$ cat src/rtl/pipelined_csa_adder.sv
// pipelined_csa_adder: carry-select adder/subtractor resolving one BLK-bit block per pipeline stage
module pipelined_csa_adder #(
    parameter int WIDTH = 32,
    parameter int BLK   = 8
) (
    input  logic             clk,
    input  logic             rst,
    input  logic             in_valid,
    output logic             in_ready,
    input  logic [WIDTH-1:0] a,
    input  logic [WIDTH-1:0] b,
    input  logic             cin,
    input  logic             sub,
    output logic             out_valid,
    input  logic             out_ready,
    output logic [WIDTH-1:0] sum,
    output logic             cout,
    output logic             ovf
);
    localparam int NBLK = WIDTH / BLK;

    logic adv;

    if (WIDTH % BLK != 0) begin : g_chk
        $error("WIDTH must be a multiple of BLK");
    end

    for (genvar k = 0; k < NBLK; k++) begin : g
        logic             v, c;
        logic [WIDTH-1:0] ra, rb, rs;
        logic             xv, xc;
        logic [WIDTH-1:0] xa, xb, xs;
        logic [BLK:0]     p0, p1;
        if (k == 0) begin : g_in
            assign xv = in_valid;
            assign xa = a;
            assign xb = sub ? ~b : b;
            assign xc = sub | cin;
            assign xs = '0;
        end else begin : g_mid
            assign xv = g[k-1].v;
            assign xa = g[k-1].ra;
            assign xb = g[k-1].rb;
            assign xc = g[k-1].c;
            assign xs = g[k-1].rs;
        end
        assign p0 = {1'b0, xa[k*BLK +: BLK]} + {1'b0, xb[k*BLK +: BLK]};
        assign p1 = {1'b0, xa[k*BLK +: BLK]} + {1'b0, xb[k*BLK +: BLK]} + {{BLK{1'b0}}, 1'b1};
        // stage k: select the precomputed block sum with the incoming carry, forward operands and resolved bits
        always_ff @(posedge clk) begin
            if (rst) begin
                v  <= 1'b0;
                c  <= 1'b0;
                ra <= '0;
                rb <= '0;
                rs <= '0;
            end else if (adv) begin
                v  <= xv;
                c  <= xc ? p1[BLK] : p0[BLK];
                ra <= xa;
                rb <= xb;
                rs <= xs;
                rs[k*BLK +: BLK] <= xc ? p1[BLK-1:0] : p0[BLK-1:0];
            end
        end
    end

    assign adv       = ~out_valid | out_ready;
    assign in_ready  = adv;
    assign out_valid = g[NBLK-1].v;
    assign sum       = g[NBLK-1].rs;
    assign cout      = g[NBLK-1].c;
    // carry into the MSB is recovered from the MSB operand bits and sum bit
    assign ovf       = g[NBLK-1].ra[WIDTH-1] ^ g[NBLK-1].rb[WIDTH-1] ^ sum[WIDTH-1] ^ cout;
endmodule

$ cat config.mk
export PLATFORM = sky130hd
export DESIGN_NAME = pipelined_csa_adder
export DESIGN_NICKNAME = d
export VERILOG_FILES = /design/src/rtl/pipelined_csa_adder.sv
export SDC_FILE = /design/constraint.sdc
export NUM_CORES = 1
export LEC_CHECK = 0
export BUFFER_PORTS_ARGS = -buffer_cell sky130_fd_sc_hd__buf_2
export CELL_PAD_IN_SITES_DETAIL_PLACEMENT = 1
export CELL_PAD_IN_SITES_GLOBAL_PLACEMENT = 1
export CORE_UTILIZATION = 35
export DETAILED_ROUTE_END_ITERATION = 6
export HOLD_SLACK_MARGIN = 0.12
export PLACE_DENSITY = 0.69
export SYNTH_ARGS = -nofsm -noshare
export SYNTH_HDL_FRONTEND = slang
export SYNTH_SLANG_ARGS = --single-unit
$ cat constraint.sdc
create_clock -name clk -period 3.76 [get_ports clk]
set_input_delay 0.376 -clock clk [delete_from_list [all_inputs] [get_ports clk]]
set_output_delay 0.376 -clock clk [all_outputs]
set_load 0.01 [all_outputs]
[Yosys cells after proc, flatten, opt, wreduce, memory -nomap -nowiden]
Index checks and enable logic that the tools add are counted.
Word-level totals
  bits of input ports: 70
  output and inout port bits: 36
  bits in registers: 344
  logic and storage cells: 44
Operators by class
  muxes and demuxes: 9
  bitwise gates (word level): 7
  add/subtract/negate cells: 8
Operators with widths (count)
  $add 8x8->9: 4
  $add 9x1->9 const B: 4
  $mux 32: 1
  $mux 8: 4
  $not 32->32: 1
  $mux 1: 4
  $xor 1x1->1: 3
  $or 1x1->1: 2
  $not 1->1: 1

[Depth between registers and ports, before layout]
  word-level depth: 5
  mapped depth: 13
  gate-level depth less buffers: 11

[Least setup slack after synthesis]
Ideal clock, no wire load.
  path type: in2reg
  start point: in sub
  end point: reg g[0].rs[7]
  required time: 3.657 ns
  arrival time: 3.008 ns
  slack: 0.648 ns
  setup time: 0.103 ns
  buffers on the path: 2
  stages: 12
  cell sequence: buf_2 > buf_1 > xor2_1 > ha_1 > inv_1 > fa_1 > nand2b_1 > a211oi_1 > o22ai_1 > xnor2_1 > a311oi_1 > a2111oi_2
On the way
  word-level cells in the longest chain between the ends: 4
  elaborated cells on any way between the ends: 5
  classes of those cells: add/sub (2); mux (2); bitwise (1)
Ends and longest elaborated chain
  from (decl): line 13  | input logic sub,
  $mux 32: line 37  | assign xb = sub ? ~b : b;
  $add 8x8->9: line 47, 48
  $add 9x1->9: line 48  | assign p1 = {1'b0, xa[k*BLK +: BLK]} + {1'b0, xb[k*BLK +: BLK]} + {{BLK{1'b0}}, 1'b1};
  $mux 8 *: line 63  | rs[k*BLK +: BLK] <= xc ? p1[BLK-1:0] : p0[BLK-1:0];
  to (signal assigned): line 62  | rs <= xs;
  to (signal, indexed assignment): line 63
  to (decl): line 30  | logic [WIDTH-1:0] ra, rb, rs;
Mark *: on every way between the ends. The rest lies on a longest branch, timed or not.
A chain may end at the register's enable or synchronous reset.

[Worst setup path after layout]
  start point: reg g[2].ra[24]
  end point: reg g[3].rs[30], in the netlist sum[30]
On the way
  word-level cells in the longest chain between the ends: 3
Ends and longest elaborated chain
  from (decl): line 30
  from (signal assigned): line 54  | ra <= '0;
  from (signal assigned): line 60  | ra <= xa;
  $add 8x8->9 *: line 47, 48
  $add 9x1->9: line 48
  $mux 8 *: line 63
  to (signal assigned): line 62
  to (signal, indexed assignment): line 63
  to (decl): line 30
Marked as above.

==> impl_metrics.csv <==
group,metric,value,unit
sta,fin_crit_sh,70.2,%
routing,wl_met2,8740,um
synthesis,postSynthCellCount,1059,
sta,final_max_slew_viol_count,0,
placed_design,post-place-cells,1422,
synthesis,yosys_warnings,0,
routing,wire_per_inst,14.1,um
placed_design,dpl.hpwl,14200,um
clock_network,hold_buffers,0,
routing,route.met3.wl,521,um
sta,hold_viol,0,
synthesis,syn_area,8590,um2
worst_setup_path,worst_ep_arrival_time,2.98,ns
run_status,status,"completed",
hold_path,hp-class,"input pin to flop",
cells_and_area,synthToLayoutAreaGrowth,15.7,%
global_route,grt_pass1_wl,34600,um
worst_setup_path,crit_path_max_fanout,4,
global_route,grt_pass1_vias,7010,
synthesis,synth_edf_count,0,
synthesis,avgSynthCellArea,8.11,um2
routing,vias,7214,
synthesis,synth_top_area_cell,"dfxtp_1",
cells_and_area,final_layout_size_suffix_gt1_share,13.5,%
routing,first_pass_iters,4,
cells_and_area,fin_cells,1454,
die,core_area,23800,um2
routing,avgViaCountPerCell,4.96,
clock_network,clk_latency,0.44,ns
routing,wirelength_met1,11100,um
synthesis,synth.distinct_cells,58,
synthesis,yosys.area.top_type_share,43.3,%
clock_network,clkTransAtPathRegs,0.08,ns
synthesis,ys_seq_area_share,43.3,%
worst_setup_path,path_class,"flop to flop",
routing,wl,20600,um
synthesis,synth_most_common_cell,"nand2_1",
synthesis,syn-num-nets,1170,
global_route,antenna_found_initial,0,
sta,setup_tns,0,ns
sta,slew-limit-headroom,43.8,%
worst_setup_path,critPathCaptureType,"flop",
cells_and_area,antennaDiodeCount,0,
die,dieArea,25200,um2
worst_setup_path,cp.required,4.10,ns
routing,first_iter_violations,372,
die,io_pins,106,
synthesis,async_reset_ff_share,0,%
clock_network,cts_tree,"done",
clock_network,clock-root-buffer,"clkbuf_16",
clock_network,cts_resized,0,
clock_network,cts.sinks,186,
pwr,p_leak,0.00406,uW
sta,grt_setup_unrepaired,"no",
worst_setup_path,worst_setup_path_start_kind,"flop",
sta,min_period,2.64,ns
sta,fmax,379,MHz
global_route,overflow,0,
synthesis,synth_flop_cell,"dfxtp_1",
clock_network,clockBufferDepth,2,
synthesis,synthTopCellsByArea,"dfxtp_1 (43%), nand2_1 (12%), a21oi_1 (8.3%), ha_1 (5.4%), xnor2_1 (5.2%)",
clock_network,htreeDepth,4,
sta,fin_skew,0.0120,ns
routing,routed.top_layer,"met4",
placed_design,io_buffers,105,
sta,setup_viol,0,
routing,ant_nets,0,
die,initial_core_util,36.2,%
synthesis,synth_commonest_cells,"nand2_1 (266), dfxtp_1 (186), a21oi_1 (142)",
job,drv_cap,0,
cells_and_area,fin_nets,1233,
die,fp.dieW,159,um
die,row_count,56,
clock_network,numCtsBuffers,17,
routing,route.detailed.drc,0,
clock_network,post_cts_buffers,0,
global_route,grt.total_usage,17.2,%
global_route,grt_max_degree,121,
pwr,vdd_drop_max,0.215,mV
sta,tightest_slew,0.843,ns
die,die_y,159,um
synthesis,ys_ff_latch,186,
placed_design,gp_congestion,0.784,
pwr,power_density,467,nW/um2
worst paths after layout:
kind                from          end  slack [ns]  cells past startpoint
max          g[2].ra[24]      sum[30]        1.12                      8
min                a[18]  g[0].ra[18]        0.17                      3
max reg2reg  g[2].ra[24]      sum[30]        1.12                      8
min reg2reg      sum[11]      sum[11]        0.45                      2
per-layer routing:
| layer | up-vias | global-route usage, % |
|---|---|---|
| met5 | - | 0 |
| met4 | 0 | 4.81 |
| met3 | 18 | 3.21 |
| met2 | 91 | 25.5 |
| met1 | 3339 | 25.1 |
| li1 | 3766 | - |
cells by family (layout without fill, tap and decap cells):
family / after synthesis / count (layout) / share of synthesized area [%]
buf+inv: 80 / 156 / 3.51
simple gates: 409 / 409 / 19.9
compound gates: 267 / 267 / 19.1
xor+xnor: 72 / 72 / 7.34
mux: 4 / 4 / 0.480
flops: 186 / 186 / 43.3
fa+ha+maj: 41 / 41 / 6.32
flip-flops by register name (all words and copies together) (netlist names):
name	count
cout	1
out_valid	1
g.rs	48
sum	32
g.ra	49
g.c	3
g.v	3
g.rb	49
area by class of cell:
class	instances	area (um2)
Clock buffer	19	443
Timing Repair Buffer	111	589
Sequential cell	186	3720
Inverter	13	53.8
Clock inverter	13	156
Fill cell	2877	13800
Tap cell	319	399
Multi-Input combinational cell	793	4580
power by group:
group / internal [uW] / total, uW / switching (uW) / leakage [uW]
sequential: 2110 / 2190 / 78.4 / 0.00153
clock: 961 / 1810 / 848 / 0.000281
combinational: 283 / 644 / 362 / 0.00225
total: 3350 / 4640 / 1290 / 0.00406
worst max-delay path: stages (launching register included):
cell      delay [ns]
dfxtp_1         0.31
ha_1            0.24
fa_1            0.44
a211oi_1        0.51
nor2_1          0.13
nor4_1          0.39
nand2_1         0.12
xor2_1          0.18
a211oi_1        0.23
per-stage QoR:
stage               hold slack, ns  setup WS, ns  util [%]  area [um2]  power, uW
floorplan                    0.432         0.648         -        8590       2690
global placement             0.439         0.829      39.3        9340       2870
detailed placement           0.445         0.694      39.3        9340       2880
CTS                          0.155          1.11      41.9        9940       4710
global route                 0.161         0.858      41.9        9940       4890
finish                       0.172          1.12      41.9        9940       4640
cells in the final DEF, fill, tap and decap left out, types with 6 or more instances in the layout:
master,n
nand2_1,266
dfxtp_1,186
a21oi_1,142
buf_2,104
nor2_1,83
a211oi_1,53
xnor2_1,51
ha_1,37
xor2_1,21
clkbuf_16,17
o21ai_0,14
inv_1,12
nand4_1,11
nor3_1,8
o21ai_1,7
o21a_1,6
a21o_1,6
Power figures use the tool's default switching activity.
